===== src/rtl/fpu_pkg.sv =====
// Shared FPU encodings: opcode/func7 classes, CSR selects, fflags bit positions,
// canonical quiet NaN and the issue-controller state type.
package fpu_pkg;

   localparam logic [6:0] OP_FP     = 7'b1010011;
   localparam logic [6:0] OP_FMADD  = 7'b1000011;
   localparam logic [6:0] OP_FMSUB  = 7'b1000111;
   localparam logic [6:0] OP_FNMSUB = 7'b1001011;
   localparam logic [6:0] OP_FNMADD = 7'b1001111;

   localparam logic [6:0] F7_FADD     = 7'b0000000;
   localparam logic [6:0] F7_FCMP     = 7'b1010000;
   localparam logic [6:0] F7_FCLASS   = 7'b1110000;
   localparam logic [6:0] F7_FCVT_F2I = 7'b1100000;

   typedef enum logic [1:0] {
      CSR_FFLAGS = 2'b00,
      CSR_FRM    = 2'b01,
      CSR_FCSR   = 2'b10,
      CSR_NONE   = 2'b11
   } csr_sel_e;

   localparam int unsigned FF_NV = 4;
   localparam int unsigned FF_DZ = 3;
   localparam int unsigned FF_OF = 2;
   localparam int unsigned FF_UF = 1;
   localparam int unsigned FF_NX = 0;

   localparam logic [31:0] FP32_QNAN = 32'h7FC0_0000;

   typedef enum logic [1:0] {
      ST_IDLE,
      ST_START,
      ST_WAIT,
      ST_WB
   } issue_state_e;

   // Fused ops never target the integer file, whatever their func7 bits hold.
   function automatic logic writes_int(input logic [6:0] opcode, input logic [6:0] func7);
      logic fused;
      fused = (opcode == OP_FMADD) || (opcode == OP_FMSUB) ||
              (opcode == OP_FNMSUB) || (opcode == OP_FNMADD);
      return !fused && ((func7 == F7_FCMP) || (func7 == F7_FCLASS) || (func7 == F7_FCVT_F2I));
   endfunction

endpackage


===== src/rtl/fpu_fcsr.sv =====
// Floating-point CSR: sticky fflags and rounding mode, with a combinational
// zero-extended read port.
module fpu_fcsr
   import fpu_pkg::*;
(
   input  logic        clk,
   input  logic        rst,
   input  logic        i_csr_we,
   input  logic [1:0]  i_csr_sel,
   input  logic [31:0] i_csr_wdata,
   input  logic        i_wb_set,
   input  logic [4:0]  i_wb_flags,
   output logic [2:0]  o_frm,
   output logic [31:0] o_rdata
);

   logic [4:0] r_fflags;
   logic [2:0] r_frm;
   logic [4:0] w_fflags_wr;
   logic [2:0] w_frm_wr;
   logic       w_unused_wdata;

   assign w_unused_wdata = ^i_csr_wdata[31:8];

   always_comb begin
      w_fflags_wr = r_fflags;
      w_frm_wr    = r_frm;
      if (i_csr_we) begin
         case (csr_sel_e'(i_csr_sel))
            CSR_FFLAGS: w_fflags_wr = i_csr_wdata[4:0];
            CSR_FRM:    w_frm_wr    = i_csr_wdata[2:0];
            CSR_FCSR:   {w_frm_wr, w_fflags_wr} = i_csr_wdata[7:0];
            default:    ;
         endcase
      end
   end

   // Software write lands first; writeback flags are OR-ed on top so they survive.
   always_ff @(posedge clk) begin
      if (rst) begin
         r_fflags <= '0;
         r_frm    <= '0;
      end else begin
         r_frm    <= w_frm_wr;
         r_fflags <= w_fflags_wr | (i_wb_set ? i_wb_flags : '0);
      end
   end

   always_comb begin
      o_rdata = '0;
      case (csr_sel_e'(i_csr_sel))
         CSR_FFLAGS: o_rdata = {27'b0, r_fflags};
         CSR_FRM:    o_rdata = {29'b0, r_frm};
         CSR_FCSR:   o_rdata = {24'b0, r_frm, r_fflags};
         default:    o_rdata = '0;
      endcase
   end

   assign o_frm = r_frm;

endmodule


===== src/rtl/fpu_issue_ctrl.sv =====
// Single-issue FPU sequencer: accepts one instruction, starts the FPU, waits for
// done or a timeout, then writes back one result and folds its flags into fflags.
module fpu_issue_ctrl
   import fpu_pkg::*;
#(
   parameter int unsigned TIMEOUT_CYCLES = 64
) (
   input  logic        clk,
   input  logic        rst,
   input  logic        issue_valid,
   output logic        issue_ready,
   input  logic [6:0]  issue_opcode,
   input  logic [6:0]  issue_func7,
   input  logic [2:0]  issue_func3,
   input  logic [4:0]  issue_rs2,
   input  logic [4:0]  issue_rd,
   input  logic [31:0] issue_a,
   input  logic [31:0] issue_b,
   input  logic [31:0] issue_c,
   output logic        fpu_start,
   output logic [6:0]  fpu_opcode,
   output logic [6:0]  fpu_func7,
   output logic [2:0]  fpu_func3,
   output logic [4:0]  fpu_rs2,
   output logic [2:0]  fpu_frm,
   output logic [31:0] fpu_a,
   output logic [31:0] fpu_b,
   output logic [31:0] fpu_c,
   input  logic [31:0] fpu_result,
   input  logic [4:0]  fpu_fflags,
   input  logic        fpu_done,
   output logic        wb_valid,
   output logic [4:0]  wb_rd,
   output logic [31:0] wb_data,
   output logic        wb_to_int,
   output logic        wb_timeout,
   input  logic        csr_we,
   input  logic [1:0]  csr_sel,
   input  logic [31:0] csr_wdata,
   output logic [31:0] csr_rdata
);

   localparam int unsigned    CNT_W    = (TIMEOUT_CYCLES > 1) ? $clog2(TIMEOUT_CYCLES) : 1;
   localparam logic [CNT_W-1:0] CNT_LAST = CNT_W'(TIMEOUT_CYCLES - 1);

   issue_state_e r_state, w_state_nxt;

   logic [6:0]       r_opcode, r_func7;
   logic [2:0]       r_func3, r_frm;
   logic [4:0]       r_rs2, r_rd, r_flags;
   logic [31:0]      r_a, r_b, r_c, r_res;
   logic [CNT_W-1:0] r_cnt;
   logic             r_timeout;

   logic       w_accept, w_done_cap, w_timeout_hit, w_busy;
   logic [2:0] w_frm;

   assign w_accept = issue_valid && (r_state == ST_IDLE);
   assign w_busy   = (r_state == ST_START) || (r_state == ST_WAIT);

   always_ff @(posedge clk) begin
      if (rst) r_state <= ST_IDLE;
      else     r_state <= w_state_nxt;
   end

   // Done outranks the timeout when both land on the last counted cycle.
   always_comb begin
      w_state_nxt   = r_state;
      w_done_cap    = 1'b0;
      w_timeout_hit = 1'b0;
      case (r_state)
         ST_IDLE: if (issue_valid) w_state_nxt = ST_START;
         ST_START, ST_WAIT: begin
            if (fpu_done) begin
               w_state_nxt = ST_WB;
               w_done_cap  = 1'b1;
            end else if (r_cnt == CNT_LAST) begin
               w_state_nxt   = ST_WB;
               w_timeout_hit = 1'b1;
            end else begin
               w_state_nxt = ST_WAIT;
            end
         end
         ST_WB:   w_state_nxt = ST_IDLE;
         default: w_state_nxt = ST_IDLE;
      endcase
   end

   always_ff @(posedge clk) begin
      if (rst) begin
         r_opcode  <= '0;
         r_func7   <= '0;
         r_func3   <= '0;
         r_rs2     <= '0;
         r_rd      <= '0;
         r_a       <= '0;
         r_b       <= '0;
         r_c       <= '0;
         r_frm     <= '0;
         r_cnt     <= '0;
         r_res     <= '0;
         r_flags   <= '0;
         r_timeout <= 1'b0;
      end else begin
         if (w_accept) begin
            r_opcode  <= issue_opcode;
            r_func7   <= issue_func7;
            r_func3   <= issue_func3;
            r_rs2     <= issue_rs2;
            r_rd      <= issue_rd;
            r_a       <= issue_a;
            r_b       <= issue_b;
            r_c       <= issue_c;
            r_frm     <= w_frm;
            r_cnt     <= '0;
            r_res     <= '0;
            r_flags   <= '0;
            r_timeout <= 1'b0;
         end
         if (w_done_cap) begin
            r_res     <= fpu_result;
            r_flags   <= fpu_fflags;
            r_timeout <= 1'b0;
         end else if (w_timeout_hit) begin
            r_res          <= FP32_QNAN;
            r_flags        <= '0;
            r_flags[FF_NV] <= 1'b1;
            r_timeout      <= 1'b1;
         end else if (w_busy) begin
            r_cnt <= r_cnt + CNT_W'(1);
         end
      end
   end

   fpu_fcsr u_fcsr (
      .clk         (clk),
      .rst         (rst),
      .i_csr_we    (csr_we),
      .i_csr_sel   (csr_sel),
      .i_csr_wdata (csr_wdata),
      .i_wb_set    (r_state == ST_WB),
      .i_wb_flags  (r_flags),
      .o_frm       (w_frm),
      .o_rdata     (csr_rdata)
   );

   assign issue_ready = (r_state == ST_IDLE);
   assign fpu_start   = (r_state == ST_START);
   assign fpu_opcode  = r_opcode;
   assign fpu_func7   = r_func7;
   assign fpu_func3   = r_func3;
   assign fpu_rs2     = r_rs2;
   assign fpu_frm     = r_frm;
   assign fpu_a       = r_a;
   assign fpu_b       = r_b;
   assign fpu_c       = r_c;
   assign wb_valid    = (r_state == ST_WB);
   assign wb_rd       = r_rd;
   assign wb_data     = r_res;
   assign wb_to_int   = writes_int(r_opcode, r_func7);
   assign wb_timeout  = (r_state == ST_WB) && r_timeout;

endmodule


===== config.mk =====
export PLATFORM = sky130hd
export DESIGN_NAME = fpu_issue_ctrl
export DESIGN_NICKNAME = d
export VERILOG_FILES = /design/src/rtl/fpu_pkg.sv /design/src/rtl/fpu_fcsr.sv /design/src/rtl/fpu_issue_ctrl.sv
export SDC_FILE = /design/constraint.sdc
export NUM_CORES = 1
export LEC_CHECK = 0
export CORE_AREA = 2 2 155 157
export DETAILED_ROUTE_END_ITERATION = 16
export DIE_AREA = 0 0 157 159
export HOLD_SLACK_MARGIN = 0.15
export PLACE_DENSITY = 0.71
export SYNTH_ARGS = -nofsm -noshare
export SYNTH_HDL_FRONTEND = slang
export SYNTH_HIERARCHICAL = 1
export SYNTH_SLANG_ARGS = --single-unit

===== constraint.sdc =====
create_clock -name clk -period 4.18 [get_ports clk]
set_clock_uncertainty 0.05 [all_clocks]
set_input_delay 0.418 -clock clk [delete_from_list [all_inputs] [get_ports clk]]
set_output_delay 0.418 -clock clk [all_outputs]
set_load 0.01 [all_outputs]

# == Yosys cells after proc, flatten, opt, wreduce, memory -nomap -nowiden ==
# Cells that the tools add are included.
# Widths: inputs -> output; s select.
# classes
mux,26
add_sub_neg,1
bitwise_logic,1
eq_ne,14
n_reduce_logical,19
# ops
operator,n
$mux 32,3
$eq 7x7->1 const B,7
$mux 5,6
$mux 6,4
$pmux 8 s3,1
$mux 1,9
$add 6x1->6 const B,1
$eq 2x2->1 const B,3
$eq 6x6->1 const B,1
$logic_or 1x1->1,6
$pmux 2 s3,1
$pmux 3 s2,1
$reduce_or 2->1,3
$or 5x5->5,1
$eq 2x1->1 const B,2
$logic_not 2->1,2
$reduce_bool 2->1,2
$logic_and 1x1->1,3
$reduce_bool 3->1,1
$mux 2,1
$ne 2x2->1 const B,1
$reduce_and 2->1,1
$logic_not 1->1,1
# totals
ff_bits,180
wordCells,77

# == Logic depth before layout (Yosys ltp) ==
# Gate-level depths: netlist (run 1).
# logic_depth
word_depth,6
mapped_depth,8

# == By module ==
# Netlist (run 1), hierarchy kept.
# modules_own_cells
module,instances,area_per_inst_um2,seq_area_each_um2,cells_each
fpu_issue_ctrl,1,6159.7,3443.3,722
fpu_fcsr,1,688.2,160.2,84

# == Worst setup path before layout (run 1) ==
# No wires, ideal clock.
# synth_timing
path_type,reg-to-reg
startpoint,reg r_state[0]
endpoint,"reg r_res[10], in the netlist wb_data[10]"
arrival_time_ns,1.508
setup_slack_ns,2.505
period_less_slack_ns,1.675
stages_incl_launch_ff,9
t_required_ns,4.013
setup_ns,0.117
path_cell_list,dfxtp_1 inv_1 ha_1 buf_2 nand4_1 o21ai_2 nor3_4 buf_6 a22o_1
# synth_via
elab_chain_cells,5
# synth_rtl
item,line_no,text
"start, declared",fpu_issue_ctrl.sv:46,"issue_state_e r_state, w_state_nxt;"
"start signal, assigned",fpu_issue_ctrl.sv:63,else r_state <= w_state_nxt;
$eq 2x1->1 or $eq 2x2->1 (tied branches),fpu_issue_ctrl.sv:71,case (r_state)
$reduce_or 2->1,fpu_issue_ctrl.sv:71,
$mux 1,fpu_issue_ctrl.sv:71,
$mux 32,fpu_issue_ctrl.sv:124,end else if (w_timeout_hit) begin
$mux 32,fpu_issue_ctrl.sv:120,if (w_done_cap) begin
"end signal, assigned",fpu_issue_ctrl.sv:121,r_res <= fpu_result;
"end, declared",fpu_issue_ctrl.sv:51,"logic [31:0] r_a, r_b, r_c, r_res;"
# Parallel ways exist; a longest one is shown, timed or not.
# A chain may end at the register's enable or synchronous reset.

# == Worst setup path in the final report (run 1) ==
# layout_timing
startpoint,in csr_sel[0]
endpoint,out csr_rdata[2]
# layout_via
elab_chain_cells,2
# layout_rtl
item,line_no,text
"start, declared",fpu_issue_ctrl.sv:38,"input logic [1:0] csr_sel,"
"$eq 2x2->1, or another cell as far along",fpu_fcsr.sv:51,case (csr_sel_e'(i_csr_sel))
$pmux 8 s3 *,fpu_fcsr.sv:51,
"end, declared",fpu_issue_ctrl.sv:40,output logic [31:0] csr_rdata
# Every way passes the cells marked *; elsewhere a longest branch is shown, timed or not.

==> impl_results.md, run 1 <==
- Outcome: finished clean
- Crit-path cells: clkdlybuf4s50_1, inv_1, ha_1, o21ai_0, a21oi_1, clkdlybuf4s50_1
- CP required: about 3.7 ns
- 1st-iter DRT viols: between 300 and 400
- CP Capture Type: output pin
- Die W: 157 um
- Layout cells sized above 1: 0.0547
- Dpl ws: between 1 and 1.5 ns
- Cell mode on critical path: clkdlybuf4s50_1
- Synth warnings: 6
- CP Class: in -> out
- # diodes: 0
- Ys flop type: dfxtp_1
- First-pass GRT wire length: 32500 um
- Worst-margin pin slew: 1.07 ns
- I/O pins: 394
- Placed Cells: 1421
- Max-slew violation count: 0
- Worst-skew pair later-pin latency: slightly above 0.4 ns
- Worst VDD drop: roughly 0.00023 V
- Crit path launch type: input pin
- GRT Total Usage: 0.164
- Initial core utilization: 0.295
- CTS Buf Count: 17
- Hold Path Depth: 2
- Total Wirelength: 21000 um
- Max FO, Critical Path: 11
- Core area: 23200 um^2
- WHS Endpoint: fpu_b[20]$_SDFFE_PP0P_
- WL per Instance: 14.4 um
- CTS tree: built
- Maximum root-to-sink buffer count: 2
- Mapped Cells: 806
- Async SR Flop Fraction: 0
- Worst path max stage delay: 0.56 ns
- R2r startpoint: r_state[1]$_SDFFE_PP0P_
- Synthesized area: ~6800 um^2
- Finished Core Util: 0.474
- CTS H-tree lvls: 4
- Synthesis-stage register bit count: between 150 and 200
- Vias in the first global route: 6315
- Setup TNS: 0 ns
- Grt ovf: 0
- Crit path time final: approximately 2.8 ns
- Met1 global-route usage: 0.181
- CP max stage cell: clkdlybuf4s50_1
- Min-Delay Path Class: in -> reg
- Row count: 56
- Tcrit/Tclk final: 0.677
- Mean Syn Cell Area: 8.50 um^2
- Worst R2R Setup Slack: approximately 1.5 ns
- Via density: between 4 and 5
- Global route hottest layer: met2
- Die Y: roughly 160 um
- Non-filler cells, final: 1453
- Pre-Repair DR Iteration Count: 4
- CTS root buffer: clkbuf_16
- Worst reg2reg endpoint: wb_data[8]$_SDFFE_PP0P_
- Worst setup margin: roughly 1.4 ns
- Area Overhead vs Synth: 60.6%
- Final Net Count: 1329
- Fraction of the yosys area taken by sequential cells: 0.526
- Final setup vio count: 0
- Slew headroom: 0.284
- Post-route ant nets: 0
- FMAX: 0.353 GHz
- Residual DRC: 0
- GRT met3 Usage: 0.0555
- Number of synthesized flops with an enable pin: 0
- Pwr/cell area: 490 nW/um^2
- Post-CTS Hold Buffers: 0
- Cell variety after synth: 48
- Largest net degree at the start of global routing: 94
- Hold path start: rst
- Gpl congestion: 0.787
- Initial antenna violation count: 0
- RSZ-0062 raised after global routing: false
- Final Hold Fails: 0
- Vias: 6466
- Max-cap check violation count: 0
- Final HPWL DP: ~15000 um
- Setup bufs post-CTS: 0
- CTS Sinks: 180
- Clk pin slew, worst setup/hold paths: 0.07 ns
- GR Util met2: 0.286
- R2R depth: 7
- Post-Place Cell Area: about 10000 um^2
- Die area: 25000 um^2
- PostCTS Resize Cnt: 0
- Port-buffer cells: 345
- Leakage: 4.06 nW
- Arrival time of the worst setup path: 2.36 ns
- Finished Cell Area: roughly 11000 um^2
[cell families after synthesis]
family | synth area share
other | 0.000548
multiplexers | 0.00585
AO/OA/AOI/OAI | 0.193
buffers and inverters | 0.0760
adder cells (fa/ha/maj) | 0.0164
AND/OR/NAND/NOR | 0.181
flip-flops | 0.526
XOR/XNOR | 0.00128
[metrics by stage]
step	hold slack (ns)	power, mW
floorplan	0.377	3.01
global placement	0.388	3.81
detailed placement	0.390	3.83
CTS	0.338	5.47
global route	0.354	5.70
finish	0.358	5.38
[state kept, by name, indices dropped and copies added, names as in the netlist]
name             flops
fpu_a               32
fpu_b               32
fpu_c               32
fpu_frm              3
fpu_func3            3
fpu_func7            7
fpu_opcode           7
fpu_rs2              5
r_cnt                6
r_flags              5
r_state              2
r_timeout            1
u_fcsr/o_frm         3
u_fcsr/r_fflags      5
wb_data             32
wb_rd                5
[routing by layer]
metal,share of wire,wire length (um),vias to the layer above
met5,0,0,-
met3,0.084,1760,29
li1,-,-,3268
met1,0.40,8420,2929
met4,0.024,496,0
met2,0.49,10300,240
[report_power, final]
| group | switching, mW | leakage (nW) | total [mW] | internal [mW] |
|---|---|---|---|---|
| combinational | 0.853 | 2.30 | 1.66 | 0.808 |
| sequential | 0.139 | 1.47 | 2.12 | 1.98 |
| clock | 0.740 | 0.291 | 1.61 | 0.868 |
| total | 1.73 | 4.06 | 5.38 | 3.65 |
[worst max-delay path by stage]
stage                            start                  endpoint  slack (ns)
2_1_floorplan  r_state[0]$_SDFFE_PP0P_  wb_data[10]$_SDFFE_PP0P_        2.51
3_3_place_gp                csr_sel[0]              csr_rdata[1]        1.35
3_5_place_dp                csr_sel[0]              csr_rdata[0]        1.35
4_1_cts                     csr_sel[0]              csr_rdata[1]        1.35
5_1_grt                     csr_sel[0]              csr_rdata[0]        1.16
6_report                    csr_sel[0]              csr_rdata[2]        1.35
[cell usage after synthesis (3+ instances only)]
library cell	count	area, um^2
a211oi_1	4	30.0
a21oi_1	147	736
a22o_1	27	236
a22oi_1	5	37.5
a311oi_2	9	135
and2_2	3	22.5
buf_1	6	22.5
buf_2	25	125
buf_4	24	180
buf_6	5	56.3
clkbuf_1	20	75.1
dfxtp_1	180	3600
ha_1	9	113
inv_1	15	56.3
mux2i_1	4	40.0
nand2_1	266	998
nand4_1	4	25.0
nor2_1	7	26.3
nor2b_1	4	25.0
o21ai_0	5	25.0
[layout by cell type (no fill, tap or decap), types with 7 or more instances in the layout]
cell and instances:
dfxtp_1 180, clkbuf_16 17, buf_4 10, a22o_1 27
nor2_1 7, conb_1 24, inv_1 15, nand2_1 265
a311oi_2 9, ha_1 9, a21oi_1 147, clkdlybuf4s50_1 344
[critical path, delay by kind of cell]
family,cells,cell delay (ns)
fa+ha+maj,1,0.42
buf+inv,3,1.23
compound gates,2,0.29
[layout make-up]
class                           count  area (um^2)
Fill cell                        2259        12200
Timing Repair Buffer              354         3520
Tap cell                          319          399
Clock inverter                     14          158
Multi-Input combinational cell    553         2820
Inverter                           15         56.3
Clock buffer                       18          439
Sequential cell                   180         3600
No activity file was read; power rests on OpenSTA's default activity.
==> inputs of run 2 (changes only) <==
Clock period 4.18 ns to 3 ns, I/O delays scaled along.
==> impl_results.md, run 2 (synthesized netlist as in run 1, its figures left out) <==
- Outcome: finished clean
- Die Y: 159 um (unchanged)
- 1st-iter DRT viols: 338 (-0.29%)
- FMAX: 0.393 GHz
- Final setup vio count: 0 (unchanged)
- CTS root buffer: clkbuf_16
- Residual DRC: 0 (unchanged)
- Post-CTS Hold Buffers: 0 (unchanged)
- Crit-path cells: clkdlybuf4s50_1, inv_1, ha_1, o21ai_0, a21oi_1, clkdlybuf4s50_1
- CP required: 2.65 ns (-1.06 ns)
- RSZ-0062 raised after global routing: false
- CP bufs+invs: 3 (unchanged)
- Power share of the combinational group: 0.313 (+0.005)
- CTS tree: built
- Port-buffer cells: 345 (unchanged)
- Core area: 23200 um^2 (unchanged)
- Leakage: 4.06 nW (about the same)
- Crit path launch type: input pin
- Die W: 157 um (unchanged)
- Dpl ws: 0.451 ns (-0.904 ns)
- Final HPWL DP: 14800 um (+0.44%)
- Min-Delay Path Class: in -> reg
- Largest net degree at the start of global routing: 130 (+38%)
- R2r startpoint: r_state[0]$_SDFFE_PP0P_
- Worst setup margin: 0.457 ns (-0.894 ns)
- CP max stage cell: clkdlybuf4s50_1
- Total Wirelength: 21100 um (+0.57%)
- Slew headroom: 0.280 (-0.00479)
- Initial antenna violation count: 0 (unchanged)
- Layout cells sized above 1: 0.0538 (-0.000882)
- Clk pin slew, worst setup/hold paths: 0.07 ns (about the same)
- Final Hold Fails: 0 (unchanged)
- PostCTS Resize Cnt: 0 (unchanged)
- CP Capture Type: output pin
- NetSw: 2.42 mW (+40%)
- Pwr/cell area: 679 nW/um^2 (+39%)
- Pre-Repair DR Iteration Count: 4 (unchanged)
- Sequential share of power: 0.395 (+0.002)
- Worst path max stage delay: 0.55 ns (about the same)
- Fillers: 2208 (-2.3%)
- Int Pwr: 5.04 mW (+38%)
- Area Overhead vs Synth: 60.5% (about the same)
- Worst-margin pin slew: 1.08 ns (+0.00369 ns)
- First-pass GRT wire length: 32700 um (+0.59%)
- Commonest non-fill, non-tap cell in the layout: clkdlybuf4s50_1
- # diodes: 0 (unchanged)
- Delay-heaviest family, CP: buffers and inverters
- Crit path from: csr_sel[0]
- CTS Sinks: 180 (unchanged)
- CTS Buf Count: 17 (unchanged)
- Die area: 25000 um^2 (unchanged)
- GRT Total Usage: 0.164 (about the same)
- Maximum root-to-sink buffer count: 2 (unchanged)
- Initial core utilization: 0.295 (unchanged)
- I/O pins: 394 (unchanged)
- Max FO, Critical Path: 11 (unchanged)
- CTS H-tree lvls: 4 (unchanged)
- Most frequent cells in the layout: 344 x clkdlybuf4s50_1, 265 x nand2_1, 180 x dfxtp_1
- Worst VDD drop: 0.000397 V (+73%)
- Vias: 6470 (+0.062%)
- Vias in the first global route: 6308 (-0.11%)
- Worst-skew pair later-pin latency: 0.42 ns (about the same)
- Setup TNS: 0 ns (unchanged)
- Cell mode on critical path: clkdlybuf4s50_1
- Final Total Pwr: 7.46 mW (+39%)
- Post-route ant nets: 0 (unchanged)
- Max-cap check violation count: 0 (unchanged)
- Max-slew violation count: 0 (unchanged)
- WL per Instance: 14.5 um (+0.57%)
- Via density: 4.45 (about the same)
- CP Class: in -> out
- Clock group share of total power: 0.292 (-0.007)
- Hold path start: rst
- Tcrit/Tclk final: 0.848
- Switch share: 0.324 (+0.00268)
- Gpl congestion: 0.837 (+6.4%)
- Crit path time final: between 2 and 3 ns
- Row count: 56 (unchanged)
- Grt ovf: 0 (unchanged)
- Setup bufs post-CTS: 0 (unchanged)
- Arrival time of the worst setup path: 2.19 ns (-0.17 ns)
- Final Net Count: 1329 (unchanged)
[run 2: through the flow]
step	util	std cells	area, um^2	hold slack [ns]
after global placement	0.449	1421	10400	0.391
final	0.474	1453	11000	0.260
after detailed placement	0.449	1421	10400	0.396
after floorplan	-	829	6930	0.377
after global routing	0.474	1453	11000	0.277
after CTS	0.474	1453	11000	0.249
[run 2: final timing paths]
check / endpoint / slack (ns) / cells past startpoint
max: csr_rdata[0] / 0.46 / 6
min: r_state[1]$_SDFFE_PP0P_ / 0.26 / 2
max reg2reg: wb_data[6]$_SDFFE_PP0P_ / 0.82 / 6
min reg2reg: fpu_opcode[2]$_SDFFE_PP0P_ / 0.40 / 2
[run 2: cell type report]
class                   count  area [um^2]  area share
clock buffers              20          457      0.0415
inverters                  15         56.3     0.00512
flip-flops and latches    180         3600       0.328
multi-input cells         553         2820       0.257
clock inverters            12          114      0.0104
well taps                 319          399      0.0363
repair buffers            354         3540       0.322
[run 2: per-layer routing]
layer / wire, um / GRT usage / vias to the layer above
met1: 8460 / 0.187 / 2936
met5: 0 / 0 / -
li1: - / - / 3266
met2: 10300 / 0.281 / 239
met3: 1820 / 0.0550 / 29
met4: 522 / 0.0613 / 0
[run 2: power groups by stage]
stage	Sequential (mW)	Combinational, mW	Clock [mW]
5_1_grt	3.00	2.55	2.35
4_1_cts	2.95	2.37	2.26
2_1_floorplan	3.14	1.05	0
6_report	2.95	2.33	2.18
3_3_place_gp	2.99	2.34	0
3_5_place_dp	3.01	2.36	0
